**config.mk**
```make
export PLATFORM = sky130hd
export DESIGN_NAME = ieee_adder_pipe
export DESIGN_NICKNAME = d
export VERILOG_FILES = /design/src/rtl/ieee_adder_pipe.sv
export SDC_FILE = /design/constraint.sdc
export NUM_CORES = 1
export LEC_CHECK = 0
export ABC_AREA = 1
export CORE_MARGIN = 2
export CORE_UTILIZATION = 38
export DETAILED_ROUTE_END_ITERATION = 12
export GPL_TIMING_DRIVEN = 0
export PLACE_DENSITY = 0.53
export SYNTH_ARGS = -nofsm -noshare
export SYNTH_HDL_FRONTEND = slang
export SYNTH_SLANG_ARGS = --single-unit
```
**constraint.sdc**
```tcl
create_clock -name clock_in -period 15 [get_ports clock_in]
set_input_delay 3 -clock clock_in [delete_from_list [all_inputs] [get_ports clock_in]]
set_output_delay 3 -clock clock_in [all_outputs]
set_load 0.02 [all_outputs]
```
**src/rtl/ieee_adder_pipe.sv**
```systemverilog
// Three-stage IEEE-754 add/subtract (flush-to-zero, RNE) with valid/ready handshake.
// Result appears 3 edges after acceptance; a stalled output freezes every stage and drops in_ready.
module ieee_adder_pipe #(
  parameter int EXPO_LEN        = 8,
  parameter int SIGNIFICAND_LEN = 23,
  parameter int GUARDBITS       = 3,
  localparam int TOTALBITS      = 1 + EXPO_LEN + SIGNIFICAND_LEN
) (
  input  logic                 clock_in,
  input  logic                 reset_n_in,
  input  logic                 in_valid,
  output logic                 in_ready,
  input  logic                 add_sub_bit,
  input  logic [TOTALBITS-1:0] inputA,
  input  logic [TOTALBITS-1:0] inputB,
  output logic                 out_valid,
  input  logic                 out_ready,
  output logic [TOTALBITS-1:0] outputC,
  output logic                 flag_overflow,
  output logic                 flag_underflow,
  output logic                 flag_inexact,
  output logic                 flag_invalid
);

  localparam int M  = SIGNIFICAND_LEN;
  localparam int G  = GUARDBITS;
  localparam int SW = 1 + M + G;
  localparam int EW = EXPO_LEN + 2;
  localparam logic [EXPO_LEN-1:0]  EXP_ONES = '1;
  localparam logic [EW-1:0]        EXP_MAX  = {2'b00, EXP_ONES};
  localparam logic [SW-1:0]        SW_ONES  = '1;
  localparam logic [TOTALBITS-1:0] QNAN     = {1'b0, EXP_ONES, 1'b1, {(M-1){1'b0}}};

  logic stall, adv;
  logic s1_vld_q, s2_vld_q, s3_vld_q;

  assign stall    = s3_vld_q && !out_ready;
  assign adv      = !stall;
  assign in_ready = adv;

  // ---------------- stage 1: unpack, classify, swap, align ----------------
  logic                sa, sb, a_max, b_max, a_nan, b_nan, a_inf, b_inf, a_zero, b_zero, swap;
  logic [EXPO_LEN-1:0] ea, eb, ex, ey, shamt;
  logic [M-1:0]        fa, fb, fx, fy;
  logic                sx, sy, zx, zy, sticky;
  logic [SW-1:0]       x_sig, y_sig, y_sh, y_al;
  logic [TOTALBITS-1:0] spec_val_d;

  always_comb begin
    sa = inputA[TOTALBITS-1];
    sb = inputB[TOTALBITS-1] ^ add_sub_bit;
    ea = inputA[TOTALBITS-2 -: EXPO_LEN];
    eb = inputB[TOTALBITS-2 -: EXPO_LEN];
    fa = inputA[M-1:0];
    fb = inputB[M-1:0];
    a_max  = (ea == EXP_ONES);
    b_max  = (eb == EXP_ONES);
    a_nan  = a_max && (fa != '0);
    b_nan  = b_max && (fb != '0);
    a_inf  = a_max && (fa == '0);
    b_inf  = b_max && (fb == '0);
    a_zero = (ea == '0);
    b_zero = (eb == '0);
    // Subnormals count as zero magnitude for the swap decision too
    swap = (b_zero ? {(EXPO_LEN+M){1'b0}} : {eb, fb}) > (a_zero ? {(EXPO_LEN+M){1'b0}} : {ea, fa});

    sx = sa; ex = ea; fx = fa; zx = a_zero;
    sy = sb; ey = eb; fy = fb; zy = b_zero;
    if (swap) begin
      sx = sb; ex = eb; fx = fb; zx = b_zero;
      sy = sa; ey = ea; fy = fa; zy = a_zero;
    end

    x_sig  = zx ? '0 : {1'b1, fx, {G{1'b0}}};
    y_sig  = zy ? '0 : {1'b1, fy, {G{1'b0}}};
    shamt  = ex - ey;
    y_sh   = '0;
    sticky = 1'b0;
    if (32'(shamt) >= SW) begin
      y_al = {{(SW-1){1'b0}}, |y_sig};
    end else begin
      y_sh   = y_sig >> shamt;
      sticky = |(y_sig & ~(SW_ONES << shamt));
      y_al   = {y_sh[SW-1:1], y_sh[0] | sticky};
    end

    if (a_nan || b_nan || (a_inf && b_inf && (sa != sb))) spec_val_d = QNAN;
    else if (a_inf)                                        spec_val_d = {sa, EXP_ONES, {M{1'b0}}};
    else                                                   spec_val_d = {sb, EXP_ONES, {M{1'b0}}};
  end

  logic                 s1_sign_q, s1_sub_q, s1_zsign_q, s1_spec_q, s1_inv_q;
  logic [EXPO_LEN-1:0]  s1_exp_q;
  logic [SW-1:0]        s1_x_q, s1_y_q;
  logic [TOTALBITS-1:0] s1_spec_val_q;

  always_ff @(posedge clock_in or negedge reset_n_in) begin
    if (!reset_n_in) begin
      s1_vld_q      <= 1'b0;
      s1_sign_q     <= 1'b0;
      s1_sub_q      <= 1'b0;
      s1_zsign_q    <= 1'b0;
      s1_spec_q     <= 1'b0;
      s1_inv_q      <= 1'b0;
      s1_exp_q      <= '0;
      s1_x_q        <= '0;
      s1_y_q        <= '0;
      s1_spec_val_q <= '0;
    end else if (adv) begin
      s1_vld_q      <= in_valid;
      s1_sign_q     <= sx;
      s1_sub_q      <= sx ^ sy;
      s1_zsign_q    <= sa & sb;
      s1_spec_q     <= a_max | b_max;
      s1_inv_q      <= a_nan | b_nan | (a_inf & b_inf & (sa != sb));
      s1_exp_q      <= ex;
      s1_x_q        <= x_sig;
      s1_y_q        <= y_al;
      s1_spec_val_q <= spec_val_d;
    end
  end

  // ---------------- stage 2: add/subtract and normalise ----------------
  logic [SW:0]   sum;
  logic [SW-1:0] body_s, s2_sig_d;
  logic [EW-1:0] exp_base, lzc, s2_exp_d;
  logic          s2_sign_d, s2_zero_d, s2_uf_d;

  always_comb begin
    sum      = s1_sub_q ? ({1'b0, s1_x_q} - {1'b0, s1_y_q}) : ({1'b0, s1_x_q} + {1'b0, s1_y_q});
    body_s   = sum[SW-1:0];
    exp_base = {2'b00, s1_exp_q};
    lzc      = EW'(SW);
    for (int i = 0; i < SW; i++) begin
      if (body_s[i]) lzc = EW'(SW - 1 - i);
    end

    s2_sig_d  = body_s << lzc;
    s2_exp_d  = exp_base - lzc;
    s2_sign_d = s1_sign_q;
    s2_zero_d = 1'b0;
    s2_uf_d   = 1'b0;
    if (sum[SW]) begin
      s2_sig_d = {sum[SW:2], sum[1] | sum[0]};
      s2_exp_d = exp_base + EW'(1);
    end else if (body_s == '0) begin
      s2_zero_d = 1'b1;
      s2_sign_d = s1_zsign_q;
      s2_sig_d  = '0;
      s2_exp_d  = '0;
    end else if (lzc >= exp_base) begin
      s2_uf_d = 1'b1;
    end
  end

  logic                 s2_sign_q, s2_zero_q, s2_uf_q, s2_spec_q, s2_inv_q;
  logic [EW-1:0]        s2_exp_q;
  logic [SW-1:0]        s2_sig_q;
  logic [TOTALBITS-1:0] s2_spec_val_q;

  always_ff @(posedge clock_in or negedge reset_n_in) begin
    if (!reset_n_in) begin
      s2_vld_q      <= 1'b0;
      s2_sign_q     <= 1'b0;
      s2_zero_q     <= 1'b0;
      s2_uf_q       <= 1'b0;
      s2_spec_q     <= 1'b0;
      s2_inv_q      <= 1'b0;
      s2_exp_q      <= '0;
      s2_sig_q      <= '0;
      s2_spec_val_q <= '0;
    end else if (adv) begin
      s2_vld_q      <= s1_vld_q;
      s2_sign_q     <= s2_sign_d;
      s2_zero_q     <= s2_zero_d;
      s2_uf_q       <= s2_uf_d;
      s2_spec_q     <= s1_spec_q;
      s2_inv_q      <= s1_inv_q;
      s2_exp_q      <= s2_exp_d;
      s2_sig_q      <= s2_sig_d;
      s2_spec_val_q <= s1_spec_val_q;
    end
  end

  // ---------------- stage 3: round to nearest even, pack ----------------
  logic                 g_bit, rs_bits, rnd_up;
  logic [M+1:0]         mant;
  logic [EW-1:0]        exp_r;
  logic [M-1:0]         frac;
  logic [TOTALBITS-1:0] c_d;
  logic                 ovf_d, unf_d, inx_d, inv_d;

  always_comb begin
    g_bit   = s2_sig_q[G-1];
    rs_bits = |s2_sig_q[G-2:0];
    rnd_up  = g_bit & (rs_bits | s2_sig_q[G]);
    mant    = {1'b0, s2_sig_q[SW-1:G]} + (M+2)'(rnd_up);
    exp_r   = s2_exp_q + EW'(mant[M+1]);
    frac    = mant[M+1] ? mant[M:1] : mant[M-1:0];

    c_d   = {s2_sign_q, exp_r[EXPO_LEN-1:0], frac};
    ovf_d = 1'b0;
    unf_d = 1'b0;
    inx_d = g_bit | rs_bits;
    inv_d = 1'b0;
    if (s2_spec_q) begin
      c_d   = s2_spec_val_q;
      inx_d = 1'b0;
      inv_d = s2_inv_q;
    end else if (s2_zero_q) begin
      c_d   = {s2_sign_q, {(TOTALBITS-1){1'b0}}};
      inx_d = 1'b0;
    end else if (s2_uf_q) begin
      c_d   = {s2_sign_q, {(TOTALBITS-1){1'b0}}};
      unf_d = 1'b1;
      inx_d = 1'b1;
    end else if (exp_r >= EXP_MAX) begin
      c_d   = {s2_sign_q, EXP_ONES, {M{1'b0}}};
      ovf_d = 1'b1;
      inx_d = 1'b1;
    end
  end

  logic [TOTALBITS-1:0] c_q;
  logic                 ovf_q, unf_q, inx_q, inv_q;

  always_ff @(posedge clock_in or negedge reset_n_in) begin
    if (!reset_n_in) begin
      s3_vld_q <= 1'b0;
      c_q      <= '0;
      ovf_q    <= 1'b0;
      unf_q    <= 1'b0;
      inx_q    <= 1'b0;
      inv_q    <= 1'b0;
    end else if (adv) begin
      s3_vld_q <= s2_vld_q;
      if (s2_vld_q) begin
        c_q   <= c_d;
        ovf_q <= ovf_d;
        unf_q <= unf_d;
        inx_q <= inx_d;
        inv_q <= inv_d;
      end
    end
  end

  assign out_valid      = s3_vld_q;
  assign outputC        = c_q;
  assign flag_overflow  = ovf_q;
  assign flag_underflow = unf_q;
  assign flag_inexact   = inx_q;
  assign flag_invalid   = inv_q;

endmodule

```
* Word level (Yosys, flattened, before mapping)
Cells that the tools add are included.
** Storage, ports and cells
- Register bits :: 212
- Bits in latches :: 0
- Bits in writable memories :: 0
- ROM bits :: 0
- Input port bits :: 69
- Output and inout port bits :: 38
- Logic and storage cells :: 151
- Memories :: 0
** Cells by class
- Add/sub/neg operators :: 7
- $mul :: 0
- Div/mod/pow operators :: 0
- Order comparisons :: 4
- Eq/ne operators :: 3
- Shifts and indexed selects :: 3
- Mux-type cells :: 71
- Bitwise gates (word level) :: 16
- Reductions and logical operators :: 22
** Operator list (count)
- 10-bit 2-to-1 mux :: 28
- 31-bit 2-to-1 mux :: 5
- 27-bit 2-to-1 mux :: 5
- 32-bit 2-to-1 mux :: 3
- 23-bit 2-to-1 mux :: 3
- 27-bit OR reduction :: 2
- 23-bit zero test :: 2
- 23-bit nonzero test :: 2
- 31-bit > comparator :: 1
- 27-bit by 27-bit adder with 28-bit output :: 1
- 28-bit 2-to-1 mux :: 1
- 27-bit by 27-bit subtractor with 28-bit output :: 1
- 27-bit AND :: 1
- 27-bit zero test :: 1
- 27-bit NOT :: 1
- 27-bit by 10-bit << shifter with 27-bit output :: 1
- 27-bit by 8-bit << shifter with 27-bit output (first input constant) :: 1
- 27-bit by 8-bit right shift with 27-bit output :: 1
- 24-bit by 1-bit adder with 25-bit output :: 1
- 1-bit 2-to-1 mux :: 24
- 8-bit == test (second input constant) :: 2
- 8-bit zero test :: 2
- 8-bit 2-to-1 mux :: 2
- 10-bit by 1-bit adder with 10-bit output :: 1
- 16 further kinds :: 34

* Longest topological paths before layout
- Depth in word-level cells :: 33
- Gate-level depth with buffers :: 47
- Depth with buffers taken out :: 45

* Worst setup path before layout
OpenSTA, ideal clock, no wires.
- Kind :: input -> register
- Start point :: input port inputB[23]
- End point :: register s1_y_q[11]
- Setup time :: 124 ps
- Data arrival time :: 7141 ps
- Path slack :: 7736 ps
- Stages on the path :: 28
- Cells stage by stage :: inv_1 -> nand4_1 -> nor2_1 -> clkbuf_1 -> clkbuf_1 -> nor2_1 -> ha_1 -> nand2_1 -> o21a_1 -> o21ai_0 -> nand3_1 -> nand3_1 -> nand3_1 -> nand2_1 -> nand2_2 -> nand2_1 -> nand3_1 -> ha_1 -> clkbuf_1 -> clkinv_1 -> nor2_1 -> o21ai_0 -> o211ai_1 -> nor2_1 -> nand2_1 -> inv_1 -> o211ai_1 -> nand2_1
** Between the ends
- Cells in the longest elaborated chain, start to end :: 7
- Elaborated cells on any way between the ends :: 12
** RTL lines
- start, declared :: RTL line 15 : input logic [TOTALBITS-1:0] inputB,
- 8-bit zero test :: RTL line 63 : b_zero = (eb == '0);
- 31-bit 2-to-1 mux :: RTL line 65 : swap = (b_zero ? {(EXPO_LEN+M){1'b0}} : {eb, fb}) > (a_zero ? {(EXPO_LEN+M){1'b0}} : {ea, fa});
- 31-bit > comparator :: RTL line 65
- 8-bit 2-to-1 mux (tied with other cells) :: RTL line 69 : if (swap) begin
- 8-bit subtractor / 27-bit 2-to-1 mux (equally long branches) :: RTL line 76, 75
- 27-bit by 8-bit right shift with 27-bit output / 8-bit by 5-bit >= comparator with 1-bit output (equally long branches) :: RTL line 82, 79
- 27-bit 2-to-1 mux * :: RTL line 79 : if (32'(shamt) >= SW) begin
- end signal, assigned :: RTL line 118 : s1_y_q <= y_al;
- end, declared :: RTL line 94 : logic [SW-1:0] s1_x_q, s1_y_q;
Every way passes the cells marked *; elsewhere a longest branch is shown, timed or not.
A chain may end at the register's enable or synchronous reset.

* Final worst setup path
- Start point :: input port inputB[28]
- End point :: register s1_y_q[16]
The elaborated chain is that of the path after synthesis.

==> results.toml <==
[cells_and_area]
nNetsFinal = 2596
synthToLayoutAreaGrowth_pct = 15.8
fill_cells = 4171
area.sequential_um2 = 3730
drive_above_1_share_pct = 4.78
insertedDiodeCount = 0
fin_cells = 2980
multi_input_area_um2 = 9310

[clock_network]
htreeDepth = 4
clkTransAtPathRegs_ns = 0.06
clk_latency_ns = 0.44
cts_tree = "built"
postCtsResizedCells = 0
postCtsSetupBuffers = 0
cts_buffer_depth = 2
cts_root_buffer = "clkbuf_16"
numClockSinks = 149
cts_buffers = 17
hold_buffers = 0

[setup_path]
arrival_ns = 9.96
cp-end-kind = "flop"
max_stage_delay_ns = 0.54
critPathTopFamily = "buffers and inverters"
crit_top_cell = "nand3_1"
critPathMaxFanout = 10
rrSetupSlack_ns = 8.31
path_buf_inv = 7
crit_required_ns = 15.30
cp_slowest_cell = "clkdlybuf4s50_1"
critPathKind = "in -> reg"
cp-start-kind = "input port"

[yosys]
syn_area_per_cell_um2 = 6.25
ys_ff_latch = 149
yosysSeqAreaShare_pct = 25.6
syn_inst = 2331
ys.flop_type = "dfrtp_1"
synth.distinct_cells = 64
syn_nets = 2470
yosysMostFrequentCell = "nand2_1"
async_reset_ff_share_pct = 100
synth_enable_flop_cells = 0
netlist_area_um2 = 14600
netlist_top_cells_area = "dfrtp_1 (26%), nand2_1 (17%), nand3_1 (10%), inv_1 (6.5%), ha_1 (5.9%)"
synth_top_area_share_pct = 25.6
yosysTopAreaCell = "dfrtp_1"
synth_common_cells = "nand2_1 (649), nand3_1 (300), inv_1 (252)"
yosys_warnings = 0

[global_route]
grt.total_usage_pct = 29.4
overflow = 0
grt_pass1_vias = 15291
antenna_found_initial = 0
grt_max_degree = 88
grt_pass1_wl_um = 88800

[floorplan]
die_area_um2 = 39900
die_h_um = 200
core_area_um2 = 37700
io_pins = 107
fp-row-count = 71
dieWidth_um = 200
start_util_pct = 38.7

[min_path]
min_path_type = "reg -> reg"

[timing]
slew_viol_final = 0
holdWs_ns = 0.464
setup-tns-final_ns = 0
rsz0062_at_grt = "false"
max_slew_margin_pct = 25.0
fin_crit_ns = 9.66
final.period_utilization_pct = 64.4
setup_viol = 0
hold_viol_final = 0
tightest_slew_ns = 1.12
fmax_mhz = 104
fin_worst_skew_ns = 0.0105

[outcome]
outcome = "finished, final reports clean"

[route]
drt_iter0_markers = 1282
wl_per_cell_um = 19.6
dr.pass1.iters = 5
routed-via-count = 16350
wirelength_um = 58400
via_per_inst = 5.49
postRouteAntennaNets = 0
drc = 0

[power]
p_per_area_nw_per_um2 = 282
power_leakage_nw = 8.22
peakVddDrop_mv = 0.135

[placed_design]
place_inst = 2949
io_buffers = 106
place.gp.congestion = 0.986
hpwl_um = 48000

[run]
maxCapViolations = 0
final timing paths:
kind / start / end / cells past startpoint
worst max-delay path: inputB[28] / s1_y_q[16] / 29
worst min-delay path: s1_spec_val_q[30] / s2_spec_val_q[30] / 2
worst max register to register: s1_y_q[0] / s2_exp_q[7] / 32
worst min register to register: s1_spec_val_q[30] / s2_spec_val_q[30] / 2
max in group asynchronous: reset_n_in / s1_y_q[2] / 2
min in group asynchronous: reset_n_in / outputC[14] / 1
state kept, by name, indices dropped and copies added (netlist names), 3 cells and up:
| name | flops |
|---|---|
| outputC | 32 |
| s1_x_q | 24 |
| s1_exp_q | 8 |
| s2_spec_val_q | 3 |
| s2_exp_q | 10 |
| s1_y_q | 27 |
| s2_sig_q | 27 |
| s1_spec_val_q | 3 |
final cells by class:
| class | instances | share of cell area [%] |
|---|---|---|
| inverters | 264 | 5.88 |
| repair buffers | 107 | 6.46 |
| clock buffers | 19 | 2.57 |
| well taps | 511 | 3.79 |
| multi-input cells | 1811 | 55.2 |
| plain buffers | 107 | 3.15 |
| clock inverters | 12 | 0.853 |
| flip-flops and latches | 149 | 22.1 |
cell usage in the layout, fill, tap and decap left out, drive strengths merged, types with 16 or more instances in the layout:
| cell | n |
|---|---|
| nor4 | 22 |
| nand3 | 303 |
| a21oi | 117 |
| a31oi | 21 |
| o21ai | 177 |
| nand4 | 31 |
| o211ai | 20 |
| nor2 | 206 |
| nand2 | 662 |
| xor2 | 51 |
| ha | 69 |
| xnor2 | 16 |
| clkdlybuf4s50 | 105 |
| dfrtp | 149 |
| o22ai | 21 |
| clkbuf | 82 |
| buf | 46 |
| nor3 | 23 |
| inv | 264 |
power breakdown:
part,internal [mW],leakage (nW),total (mW),switching (mW)
Sequential,0.546,1.83,0.675,0.128
Combinational,1.18,6.11,3.65,2.47
Clock,0.247,0.277,0.429,0.182
Total,1.98,8.22,4.75,2.78
stage by stage:
step           cell area, um2  utilization [%]  total power [mW]  worst slack [ns]
6_report                16900             44.8              4.75              5.34
4_1_cts                 16900             44.8              4.72              5.34
3_3_place_gp            16300             43.2              4.28              4.73
2_1_floorplan           14600                -              3.14              7.74
5_1_grt                 16900             44.8              5.17              4.79
3_5_place_dp            16300             43.2              4.27              4.89
worst reg2reg max path, delay by kind of cell, from the launching register on:
kind                       cells  cell delay, ns
adders and majority gates      3            0.89
buffers and inverters          4            0.69
AOI/OAI and AO/OA              8            1.30
DFF                            1            0.51
xor gates and xnor gates       3            1.22
and+or+nand+nor               14            2.02
cells by family (layout without fill, tap and decap cells):
group	after synthesis	in the layout	synth area share, %
flops	149	149	25.6
buf+inv	371	509	10.5
compound gates	404	404	16.0
simple gates	1270	1270	37.6
xor+xnor	67	67	4.26
fa+ha+maj	70	70	6.07
layer usage:
layer  routed length (um)  up-vias  global-route usage [%]
li1                     -     7982                       -
met1                25400     7684                    37.9
met2                28100      576                    50.7
met3                 2640      108                    2.34
met4                 2290        0                    12.4
met5                    0        -                       0
Note: power is estimated with default switching activity, not from simulation.
